**src/rtl/fpu_share_arbiter_if.sv**
```systemverilog
// Bundle of requester-side and FPU-side signals of the shared FPU arbiter.
//
// Handshake semantics (both sides):
//   Request side : a requester raises req_i[r] with a stable payload
//                  (operands_i/op_i/flags_i slice r) and holds both until it
//                  sees gnt_o[r]=1 in the same cycle; the transfer happens in
//                  that cycle. Result side: rvalid_o[r] is a single-cycle
//                  pulse, no backpressure; rdata_o/rflags_o are valid with it.
//   FPU side     : apu_req_o with payload is offered; the transfer happens in
//                  the cycle apu_gnt_i=1. apu_rvalid_i pulses once per
//                  accepted op, in acceptance order, never stalled.
interface fpu_share_arbiter_if #(
  parameter int NUM_REQ  = 2,
  parameter int NARGS    = 3,
  parameter int WOP      = 6,
  parameter int NDSFLAGS = 15,
  parameter int NUSFLAGS = 5,
  parameter int DEPTH    = 4
);
  // requester side
  logic [NUM_REQ-1:0]          req_i;
  logic [NUM_REQ-1:0]          gnt_o;
  logic [NUM_REQ*NARGS*32-1:0] operands_i;
  logic [NUM_REQ*WOP-1:0]      op_i;
  logic [NUM_REQ*NDSFLAGS-1:0] flags_i;
  logic [NUM_REQ-1:0]          rvalid_o;
  logic [31:0]                 rdata_o;
  logic [NUSFLAGS-1:0]         rflags_o;
  // FPU side
  logic                        apu_req_o;
  logic                        apu_gnt_i;
  logic [NARGS*32-1:0]         apu_operands_o;
  logic [WOP-1:0]              apu_op_o;
  logic [NDSFLAGS-1:0]         apu_flags_o;
  logic                        apu_rvalid_i;
  logic [31:0]                 apu_result_i;
  logic [NUSFLAGS-1:0]         apu_flags_i;
  // status
  logic [$clog2(DEPTH):0]      outstanding_o;
  logic                        err_o;

  // arbiter side
  modport slave (
    input  req_i, operands_i, op_i, flags_i,
           apu_gnt_i, apu_rvalid_i, apu_result_i, apu_flags_i,
    output gnt_o, rvalid_o, rdata_o, rflags_o,
           apu_req_o, apu_operands_o, apu_op_o, apu_flags_o,
           outstanding_o, err_o
  );

  // requesters + FPU side (environment)
  modport master (
    output req_i, operands_i, op_i, flags_i,
           apu_gnt_i, apu_rvalid_i, apu_result_i, apu_flags_i,
    input  gnt_o, rvalid_o, rdata_o, rflags_o,
           apu_req_o, apu_operands_o, apu_op_o, apu_flags_o,
           outstanding_o, err_o
  );
endinterface

```
**src/rtl/fpu_share_arbiter.sv**
```systemverilog
// Shares one pipelined, in-order FPU between NUM_REQ requesters.
// Round-robin selection with a request lock (a refused request keeps the
// FPU input until granted), and an ID FIFO that steers each returning FPU
// result to the requester that issued it.
module fpu_share_arbiter #(
  parameter int NUM_REQ  = 2,
  parameter int NARGS    = 3,
  parameter int WOP      = 6,
  parameter int NDSFLAGS = 15,
  parameter int NUSFLAGS = 5,
  parameter int DEPTH    = 4
) (
  input logic clk_i,
  input logic rst_i,
  fpu_share_arbiter_if.slave bus
);
  localparam int IDXW = $clog2(NUM_REQ);
  localparam int AW   = $clog2(DEPTH);
  localparam int CW   = AW + 1;
  localparam int OPW  = NARGS * 32;
  localparam logic [IDXW:0] NR = (IDXW+1)'(NUM_REQ);

  logic [IDXW-1:0] rr_ptr;
  logic [IDXW-1:0] lock_idx;
  logic            lock_vld;
  logic [IDXW-1:0] sel;
  logic [IDXW-1:0] id_mem [DEPTH];
  logic [AW-1:0]   wr_ptr;
  logic [AW-1:0]   rd_ptr;
  logic [CW-1:0]   count;
  logic            err_q;
  logic            full;
  logic            empty;
  logic            can_issue;
  logic            issue;
  logic            push;
  logic            pop;
  logic [IDXW-1:0] head_id;

  assign full      = (count == CW'(DEPTH));
  assign empty     = (count == '0);
  // a result returning this cycle frees a FIFO slot for a new issue
  assign can_issue = !full | bus.apu_rvalid_i;
  // reset masks the combinational request path so outputs read zero in reset
  assign issue     = !rst_i & (|bus.req_i) & can_issue;
  assign push      = issue & bus.apu_gnt_i;
  assign pop       = bus.apu_rvalid_i & !empty;
  assign head_id   = id_mem[rd_ptr];

  // pick the locked requester if still requesting, else round-robin from rr_ptr
  always_comb begin
    logic [IDXW:0] cand;
    logic          found;
    sel   = rr_ptr;
    found = 1'b0;
    cand  = '0;
    if (lock_vld && bus.req_i[lock_idx]) begin
      sel = lock_idx;
    end else begin
      for (int i = 0; i < NUM_REQ; i++) begin
        cand = {1'b0, rr_ptr} + (IDXW+1)'(i);
        if (cand >= NR) cand = cand - NR;
        if (!found && bus.req_i[cand[IDXW-1:0]]) begin
          sel   = cand[IDXW-1:0];
          found = 1'b1;
        end
      end
    end
  end

  // route the selected payload to the FPU; zero payload when not requesting
  always_comb begin
    bus.apu_operands_o = '0;
    bus.apu_op_o       = '0;
    bus.apu_flags_o    = '0;
    if (issue) begin
      for (int r = 0; r < NUM_REQ; r++) begin
        if (sel == IDXW'(r)) begin
          bus.apu_operands_o = bus.operands_i[r*OPW +: OPW];
          bus.apu_op_o       = bus.op_i[r*WOP +: WOP];
          bus.apu_flags_o    = bus.flags_i[r*NDSFLAGS +: NDSFLAGS];
        end
      end
    end
  end

  // one-hot grant to the selected requester, one-hot result to the FIFO head
  always_comb begin
    bus.gnt_o    = '0;
    bus.rvalid_o = '0;
    if (push) bus.gnt_o[sel] = 1'b1;
    if (pop)  bus.rvalid_o[head_id] = 1'b1;
  end

  assign bus.apu_req_o     = issue;
  assign bus.rdata_o       = bus.apu_result_i;
  assign bus.rflags_o      = bus.apu_flags_i;
  assign bus.outstanding_o = count;
  assign bus.err_o         = err_q;

  // round-robin pointer advances past the winner; lock holds a refused request
  always_ff @(posedge clk_i or posedge rst_i) begin
    if (rst_i) begin
      rr_ptr   <= '0;
      lock_idx <= '0;
      lock_vld <= 1'b0;
    end else if (push) begin
      rr_ptr   <= (sel == IDXW'(NUM_REQ-1)) ? '0 : sel + 1'b1;
      lock_vld <= 1'b0;
    end else if (issue) begin
      lock_idx <= sel;
      lock_vld <= 1'b1;
    end else if (lock_vld && !bus.req_i[lock_idx]) begin
      lock_vld <= 1'b0;
    end
  end

  // ID storage; contents need no reset since count gates every read
  always_ff @(posedge clk_i) begin
    if (push) id_mem[wr_ptr] <= sel;
  end

  // FIFO pointers, occupancy and sticky error for results with nothing in flight
  always_ff @(posedge clk_i or posedge rst_i) begin
    if (rst_i) begin
      wr_ptr <= '0;
      rd_ptr <= '0;
      count  <= '0;
      err_q  <= 1'b0;
    end else begin
      if (push) wr_ptr <= wr_ptr + 1'b1;
      if (pop)  rd_ptr <= rd_ptr + 1'b1;
      if (push && !pop)      count <= count + 1'b1;
      else if (!push && pop) count <= count - 1'b1;
      if (bus.apu_rvalid_i && empty) err_q <= 1'b1;
    end
  end
endmodule
```
**src/flat_wrapper.sv**
```systemverilog
// flat-port wrapper written by rule: the top's interface ports become plain ports
module fpu_share_arbiter_flat 
#(
  parameter int NUM_REQ  = 2,
  parameter int NARGS    = 3,
  parameter int WOP      = 6,
  parameter int NDSFLAGS = 15,
  parameter int NUSFLAGS = 5,
  parameter int DEPTH    = 4
)
  (clk_i, rst_i, bus_req_i, bus_operands_i, bus_op_i, bus_flags_i, bus_apu_gnt_i, bus_apu_rvalid_i, bus_apu_result_i, bus_apu_flags_i, bus_gnt_o, bus_rvalid_o, bus_rdata_o, bus_rflags_o, bus_apu_req_o, bus_apu_operands_o, bus_apu_op_o, bus_apu_flags_o, bus_outstanding_o, bus_err_o);
  fpu_share_arbiter_if #(.NUM_REQ(NUM_REQ), .NARGS(NARGS), .WOP(WOP), .NDSFLAGS(NDSFLAGS), .NUSFLAGS(NUSFLAGS), .DEPTH(DEPTH)) bus_i ();
  input logic clk_i;
  input logic rst_i;
  input wire logic [$bits(bus_i.req_i)-1:0] bus_req_i;
  input wire logic [$bits(bus_i.operands_i)-1:0] bus_operands_i;
  input wire logic [$bits(bus_i.op_i)-1:0] bus_op_i;
  input wire logic [$bits(bus_i.flags_i)-1:0] bus_flags_i;
  input wire logic [$bits(bus_i.apu_gnt_i)-1:0] bus_apu_gnt_i;
  input wire logic [$bits(bus_i.apu_rvalid_i)-1:0] bus_apu_rvalid_i;
  input wire logic [$bits(bus_i.apu_result_i)-1:0] bus_apu_result_i;
  input wire logic [$bits(bus_i.apu_flags_i)-1:0] bus_apu_flags_i;
  output wire logic [$bits(bus_i.gnt_o)-1:0] bus_gnt_o;
  output wire logic [$bits(bus_i.rvalid_o)-1:0] bus_rvalid_o;
  output wire logic [$bits(bus_i.rdata_o)-1:0] bus_rdata_o;
  output wire logic [$bits(bus_i.rflags_o)-1:0] bus_rflags_o;
  output wire logic [$bits(bus_i.apu_req_o)-1:0] bus_apu_req_o;
  output wire logic [$bits(bus_i.apu_operands_o)-1:0] bus_apu_operands_o;
  output wire logic [$bits(bus_i.apu_op_o)-1:0] bus_apu_op_o;
  output wire logic [$bits(bus_i.apu_flags_o)-1:0] bus_apu_flags_o;
  output wire logic [$bits(bus_i.outstanding_o)-1:0] bus_outstanding_o;
  output wire logic [$bits(bus_i.err_o)-1:0] bus_err_o;
  assign bus_i.req_i = bus_req_i;
  assign bus_i.operands_i = bus_operands_i;
  assign bus_i.op_i = bus_op_i;
  assign bus_i.flags_i = bus_flags_i;
  assign bus_i.apu_gnt_i = bus_apu_gnt_i;
  assign bus_i.apu_rvalid_i = bus_apu_rvalid_i;
  assign bus_i.apu_result_i = bus_apu_result_i;
  assign bus_i.apu_flags_i = bus_apu_flags_i;
  assign bus_gnt_o = bus_i.gnt_o;
  assign bus_rvalid_o = bus_i.rvalid_o;
  assign bus_rdata_o = bus_i.rdata_o;
  assign bus_rflags_o = bus_i.rflags_o;
  assign bus_apu_req_o = bus_i.apu_req_o;
  assign bus_apu_operands_o = bus_i.apu_operands_o;
  assign bus_apu_op_o = bus_i.apu_op_o;
  assign bus_apu_flags_o = bus_i.apu_flags_o;
  assign bus_outstanding_o = bus_i.outstanding_o;
  assign bus_err_o = bus_i.err_o;
  fpu_share_arbiter #(.NUM_REQ(NUM_REQ), .NARGS(NARGS), .WOP(WOP), .NDSFLAGS(NDSFLAGS), .NUSFLAGS(NUSFLAGS), .DEPTH(DEPTH)) u_core (.clk_i(clk_i), .rst_i(rst_i), .bus(bus_i));
endmodule
```
**config.mk**
```make
export PLATFORM = sky130hd
export DESIGN_NAME = fpu_share_arbiter_flat
export DESIGN_NICKNAME = d
export VERILOG_FILES = /design/src/rtl/fpu_share_arbiter_if.sv /design/src/rtl/fpu_share_arbiter.sv /design/src/flat_wrapper.sv
export SDC_FILE = /design/constraint.sdc
export NUM_CORES = 1
export LEC_CHECK = 0
export ABC_AREA = 1
export BUFFER_PORTS_ARGS = -buffer_cell sky130_fd_sc_hd__clkbuf_2
export CAP_MARGIN = 20
export CORE_AREA = 2 2 169 171
export DETAILED_ROUTE_END_ITERATION = 7
export DIE_AREA = 0 0 171 173
export MAX_ROUTING_LAYER = met4
export SLEW_MARGIN = 20
export SYNTH_ARGS = -nofsm -noshare
export SYNTH_HDL_FRONTEND = slang
export SYNTH_SLANG_ARGS = --single-unit
```
**constraint.sdc**
```tcl
create_clock -name clk_i -period 2.7 [get_ports clk_i]
set_input_delay 0 -clock clk_i [delete_from_list [all_inputs] [get_ports clk_i]]
set_output_delay 0 -clock clk_i [all_outputs]
set_load 0.01 [all_outputs]
```
==> results of run 1 <==
per-stage QoR:
stage	area [um^2]	hold WS, ns	util, %
finish	5800	0.00000393	21.0
global route	5800	0.0000151	21.0
CTS	5800	0.0000686	21.0
detailed placement	5710	0.0000686	20.7
global placement	5710	0.0000686	20.7
floorplan	3730	-0.148	-
placed cells by master, fill, tap and decap left out, types with 2 or more instances in the layout:
cell,Yosys,layout
clkbuf_2,0,365
nor2_1,244,244
nand2_1,138,137
inv_1,131,131
nand3_1,120,120
buf_4,40,16
dfrtp_1,11,11
a21oi_1,5,5
ha_1,5,5
buf_12,0,5
o21ai_0,4,4
edfxtp_1,4,4
xor2_1,3,3
clkbuf_16,0,3
inv_2,3,2
nand3_2,3,2
nand2_4,0,2
clkinv_2,0,2
o21bai_1,2,2
power by group through the flow:
stage	clock, W	combinational [W]	sequential [W]
floorplan	0	0.00155	0.000401
global placement	0	0.00235	0.000396
detailed placement	0	0.00237	0.000404
CTS	0.000302	0.00239	0.000400
global route	0.000312	0.00266	0.000415
finish	0.000298	0.00234	0.000398
layout make-up:
type / instances / area, um^2
sequential: 15 / 395
clock buffer: 3 / 75.1
clock inverter: 1 / 5.00
fill: 3269 / 21800
inverter: 134 / 504
tap: 378 / 473
multi-input combinational: 529 / 2290
timing repair buffer: 387 / 2060
cell families (layout without fill, tap and decap cells):
logic type | count (synthesis) | in the layout | synth area share (%)
AND/OR/NAND/NOR | 506 | 506 | 55.5
buffers and inverters | 221 | 525 | 28.6
flip-flops | 15 | 15 | 10.6
AO/OA/AOI/OAI | 12 | 12 | 1.85
adder cells (fa/ha/maj) | 6 | 6 | 2.21
XOR/XNOR | 4 | 4 | 0.940
multiplexers | 1 | 1 | 0.302
layer usage:
| metal | routed length [um] | vias up | GRT usage (%) |
|---|---|---|---|
| met5 | 0 | - | - |
| met4 | 353 | 0 | 2.65 |
| met3 | 1150 | 28 | 1.24 |
| met1 | 6330 | 2356 | 11.1 |
| met2 | 7880 | 217 | 18.9 |
| li1 | - | 2831 | - |
critical path, stage by stage (launching register included):
cell      delay [ns]
dfrtp_1         0.38
inv_1           0.13
nand2_1         0.08
nand3_2         0.10
nand2_1         0.12
nand2_4         0.26
buf_12          0.26
nor2_1          0.08
nor2_1          0.25
clkbuf_2        0.19
flip-flops by register name, summed over array words and instances, names as in the netlist:
signal	count
u_core.rd_ptr	2
u_core.wr_ptr	2
u_core.lock_vld	1
u_core.bus.err_o	1
u_core.bus.outstanding_o	3
u_core.rr_ptr	1
u_core.lock_idx	1
u_core.id_mem	4
worst paths after layout:
path | from | to | depth (start not counted)
worst min register to register | u_core.bus.err_o | u_core.bus.err_o | 1
max in group asynchronous | rst_i | u_core.wr_ptr[1] | 3
worst min-delay path | bus_apu_result_i[3] | bus_rdata_o[3] | 0
min in group asynchronous | rst_i | u_core.lock_idx | 3
worst max register to register | u_core.bus.outstanding_o[0] | u_core.bus.outstanding_o[2] | 10
worst max-delay path | u_core.lock_idx | bus_apu_operands_o[76] | 9
repair_timing:
action,in CTS,in global routing
hold endpoints to repair,11,0
hold buffers,1,0
endpoints found under the setup margin,0,0
==> flow_metrics.env, run 1 <==
export IMPL_critPathLaunchType="flip-flop"
export IMPL_grt_setup_unrepaired="no"
export IMPL_cts_buffers=3
export IMPL_ys_ff_latch=15
export IMPL_grt_pass1_vias=5113
export IMPL_max_clock_path_buffers=2
export IMPL_avgViaCountPerCell=3.75
export IMPL_rrSetupSlack_ns=0.57
export IMPL_finalMaxSlewViolations=0
export IMPL_outcome="finished, final reports clean"
export IMPL_worstSetupPathType="flip-flop to output pin"
export IMPL_vdd_drop_max_uv=505
export IMPL_period_minus_slack_ns=2.17
export IMPL_dp_hpwl_mm=13.3
export IMPL_start_util_pct=13.5
export IMPL_worstSkewPairLatency_ns=0.25
export IMPL_grt_first_pass_wirelength_mm=24.0
export IMPL_p_int_w=0.00142
export IMPL_die_h_um=173
export IMPL_clockRootBuffer="clkbuf_16"
export IMPL_cts_sinks=15
export IMPL_ys_flop_type="dfrtp_1"
export IMPL_hold_viol=0
export IMPL_wl_per_cell_um=10.9
export IMPL_critPathMaxFanout=57
export IMPL_area_growth_pct=55.5
export IMPL_grt_ovfl_total=0
export IMPL_track_usage_pct=10.1
export IMPL_io_buffer_count=365
export IMPL_cts_resized=0
export IMPL_gp_congestion=0.857
export IMPL_tns_ns=0
export IMPL_cts_tree="done"
export IMPL_total_power_w=0.00304
export IMPL_cp_arrival_ns=2.17
export IMPL_fin_crit_sh_pct=80.5
export IMPL_skew_ns=0.00113
export IMPL_place_inst=1442
export IMPL_power_density_nw_per_um2=524
export IMPL_pin_count=440
export IMPL_dieArea_um2=29600
export IMPL_clk_pin_slew_ns=0.05
export IMPL_htree_num_levels=1
export IMPL_layoutNonFillerInstCount=1447
export IMPL_syn_avg_cell_area_um2=4.87
export IMPL_synth_edf_count=4
export IMPL_p_leak_nw=3.76
export IMPL_setup_violations_final=0
export IMPL_diodes=0
export IMPL_net_switching_power_w=0.00162
export IMPL_hold_path_class="primary input to output pin"
export IMPL_yosysWarningCount=0
export IMPL_layout_drive_gt1_share_pct=37.4
export IMPL_final_nets=1353
export IMPL_p_clk_share_pct=9.8
export IMPL_drc=0
export IMPL_yosysSeqAreaShare_pct=10.6
export IMPL_syn_nets=1048
export IMPL_setup_slack_ns=0.526
export IMPL_async_reset_ff_share_pct=73.3
export IMPL_yosysMostFrequentCell="nor2_1"
export IMPL_netlist_top_cell_by_area="nor2_1"
export IMPL_core_um2=27600
export IMPL_yosys_area_top_type_share_pct=24.6
export IMPL_pwr_share_comb_pct=77.1
export IMPL_critical_path_endpoint_type="output pin"
export IMPL_grt_max_degree=58
export IMPL_cp_required_ns=2.70
export IMPL_initialDrtViolationCount=195
export IMPL_drtAntennaViolNets=0
export IMPL_dr_pass1_iters=4
export IMPL_synth_common_cells="244 x nor2_1, 138 x nand2_1, 131 x inv_1"
export IMPL_ys_types=22
export IMPL_netlist_area_um2=3730
export IMPL_seqPwrFrac_pct=13.1
export IMPL_post_cts_repair_setup_buffers=0
export IMPL_die_x_um=171
export IMPL_netlist_instances=765
export IMPL_drt_wl_total_mm=15.7
export IMPL_dp_slack_ns=0.570
export IMPL_grt_antenna_before_repair=0
export IMPL_rows=61
export IMPL_synth_area_top_cells="nor2_1 25%, nand3_1 16%, nand2_1 14%"
export IMPL_maxCapViolations=0
export IMPL_tightest_slew_ns=0.484
export IMPL_swShare_pct=53.3
export IMPL_max_freq_ghz=0.460
export IMPL_relSlewSlack_pct=67.7
export IMPL_vias=5432
No activity file was read; power rests on OpenSTA's default activity.
==> inputs of run 2 (changes only) <==
==> constraint.sdc (replaced) <==
create_clock -name clk_i -period 2.1 [get_ports clk_i]
set_input_delay 0 -clock clk_i [delete_from_list [all_inputs] [get_ports clk_i]]
set_output_delay 0 -clock clk_i [all_outputs]
set_load 0.01 [all_outputs]
==> flow_metrics.env, run 2 (synthesized netlist as in run 1, its figures left out) <==
export IMPL_outcome="finished, final reports clean"
export IMPL_dr_pass1_iters=5
export IMPL_die_h_um=173
export IMPL_critical_path_endpoint_type="output pin"
export IMPL_hold_viol=0
export IMPL_whs_ns=0.00000443
export IMPL_clockRootBuffer="clkbuf_16"
export IMPL_io_buffer_count=365
export IMPL_layout_commonest_cell="clkbuf_2"
export IMPL_grt_setup_unrepaired="no"
export IMPL_gp_congestion=0.865
export IMPL_relSlewSlack_pct=70.8
export IMPL_drt_wl_total_mm=16.4
export IMPL_reg2reg_depth=9
export IMPL_max_clock_path_buffers=2
export IMPL_max_stage_delay_ns=0.36
export IMPL_diodes=0
export IMPL_drtAntennaViolNets=0
export IMPL_grt_util_met3_pct=1.14
export IMPL_grt_pass1_vias=5038
export IMPL_met2_usage_pct=18.5
export IMPL_tightest_slew_ns=0.438
export IMPL_layout_common_cells="365 x clkbuf_2, 243 x nor2_1, 135 x nand2_1, 131 x inv_1, 120 x nand3_1"
export IMPL_finalMaxSlewViolations=0
export IMPL_wl_per_cell_um=11.1
export IMPL_cp_required_ns=2.10
export IMPL_grt_busiest_layer="met2"
export IMPL_grt_antenna_before_repair=0
export IMPL_drc=0
export IMPL_grt_max_degree=53
export IMPL_dieArea_um2=29600
export IMPL_p_leak_nw=3.92
export IMPL_vdd_drop_max_uv=643
export IMPL_cp_arrival_ns=1.99
export IMPL_power_density_nw_per_um2=696
export IMPL_cts_tree="done"
export IMPL_grt_ovfl_total=0
export IMPL_vias=5569
export IMPL_path_common_cell="nor2_1"
export IMPL_critPathMaxFanout=22
export IMPL_dp_hpwl_mm=13.6
export IMPL_cts_buffers=3
export IMPL_start_util_pct=13.5
export IMPL_fin_crit_sh_pct=94.9
export IMPL_final_nets=1382
export IMPL_max_freq_ghz=0.502
export IMPL_clk_pin_slew_ns=0.05
export IMPL_track_usage_pct=9.84
export IMPL_avgViaCountPerCell=3.77
export IMPL_initialDrtViolationCount=200
export IMPL_hold_path_class="primary input to output pin"
export IMPL_skew_ns=0.00146
export IMPL_post_dp_cell_area_um2=5860
export IMPL_core_um2=27600
export IMPL_pin_count=440
export IMPL_tns_ns=0
export IMPL_maxCapViolations=0
export IMPL_slowest_stage="dfrtp_1"
export IMPL_top_register="u_core.id_mem"
export IMPL_layout_drive_gt1_share_pct=39.3
export IMPL_crit_chain="inv_1 -> nand2_1 -> nand3_2 -> nand2_2 -> nand2_8 -> buf_12 -> clkbuf_16 -> nor2_1 -> nor2_1 -> clkbuf_2"
export IMPL_grtUsageMet1_pct=11.0
export IMPL_largest_register_ffs=4
export IMPL_setup_violations_final=0
export IMPL_htree_num_levels=1
export IMPL_grt_first_pass_wirelength_mm=23.5
export IMPL_worstSkewPairLatency_ns=0.24
export IMPL_cts_sinks=15
export IMPL_area_growth_pct=62.8
export IMPL_critPathLaunchType="flip-flop"
export IMPL_period_minus_slack_ns=1.99
export IMPL_hold_depth=0
export IMPL_rows=61
export IMPL_fin_area_um2=6070
export IMPL_worstSetupPathType="flip-flop to output pin"
export IMPL_die_x_um=171
[run 2: cell count changes in the layout (fill, tap and decap cells not counted), moves of 2 or more]
cell	change
buf_4	+26
nand2_2	+3
clkinv_2	-2
nand2_1	-2
[run 2: path summary, 6_finish.rpt]
| check | start | endpoint | slack (ns) |
|---|---|---|---|
| worst min-delay path | bus_apu_result_i[0] | bus_rdata_o[0] | 0.000004 |
| worst min register to register | u_core.bus.err_o | u_core.bus.err_o | 0.48 |
| worst max-delay path | u_core.lock_idx | bus_apu_operands_o[82] | 0.11 |
| min in group asynchronous | rst_i | u_core.lock_idx | 0.32 |
| worst max register to register | u_core.bus.outstanding_o[1] | u_core.bus.outstanding_o[2] | 0.20 |
| max in group asynchronous | rst_i | u_core.bus.outstanding_o[1] | 1.45 |
[run 2: layer usage]
layer	up-vias	routed length [um]
li1	2892	-
met1	2420	6490
met2	235	8330
met3	22	1250
met4	0	324
met5	-	0
[run 2: through the flow]
step	util [%]	total power [W]	instances	setup slack, ns
after floorplan	-	0.00251	765	0.132
after global placement	21.2	0.00367	1462	0.153
after detailed placement	21.2	0.00369	1462	0.100
after CTS	21.5	0.00407	1467	0.0115
after global routing	22.0	0.00467	1476	0.0140
final	22.0	0.00422	1476	0.108
[run 2: layout make-up]
type | count | area (um^2)
tap | 378 | 473
fill | 3260 | 21600
clock buffer | 4 | 78.8
multi-input combinational | 530 | 2310
inverter | 134 | 505
sequential | 15 | 397
timing repair buffer | 415 | 2300
[run 2: repair_timing]
item                                   in CTS  in global routing
endpoints found under the hold margin      11                  0
setup endpoints to repair                   0                 69
hold buffers                                1                  0
setup buffers                               0                  7
gates resized for setup                     0                  8
[run 2: report_power, final]
part / leakage (nW) / internal, W / total, W / switching [W]
Sequential: 0.164 / 0.000418 / 0.000510 / 0.0000915
Combinational: 3.71 / 0.00139 / 0.00335 / 0.00196
Clock: 0.0382 / 0.000256 / 0.000357 / 0.000101
[run 2: critical path: cells and delay by family (launching register included)]
family,cells,cell delay (ns)
buffers and inverters,4,0.58
flip-flops,1,0.36
AND/OR/NAND/NOR,6,0.79
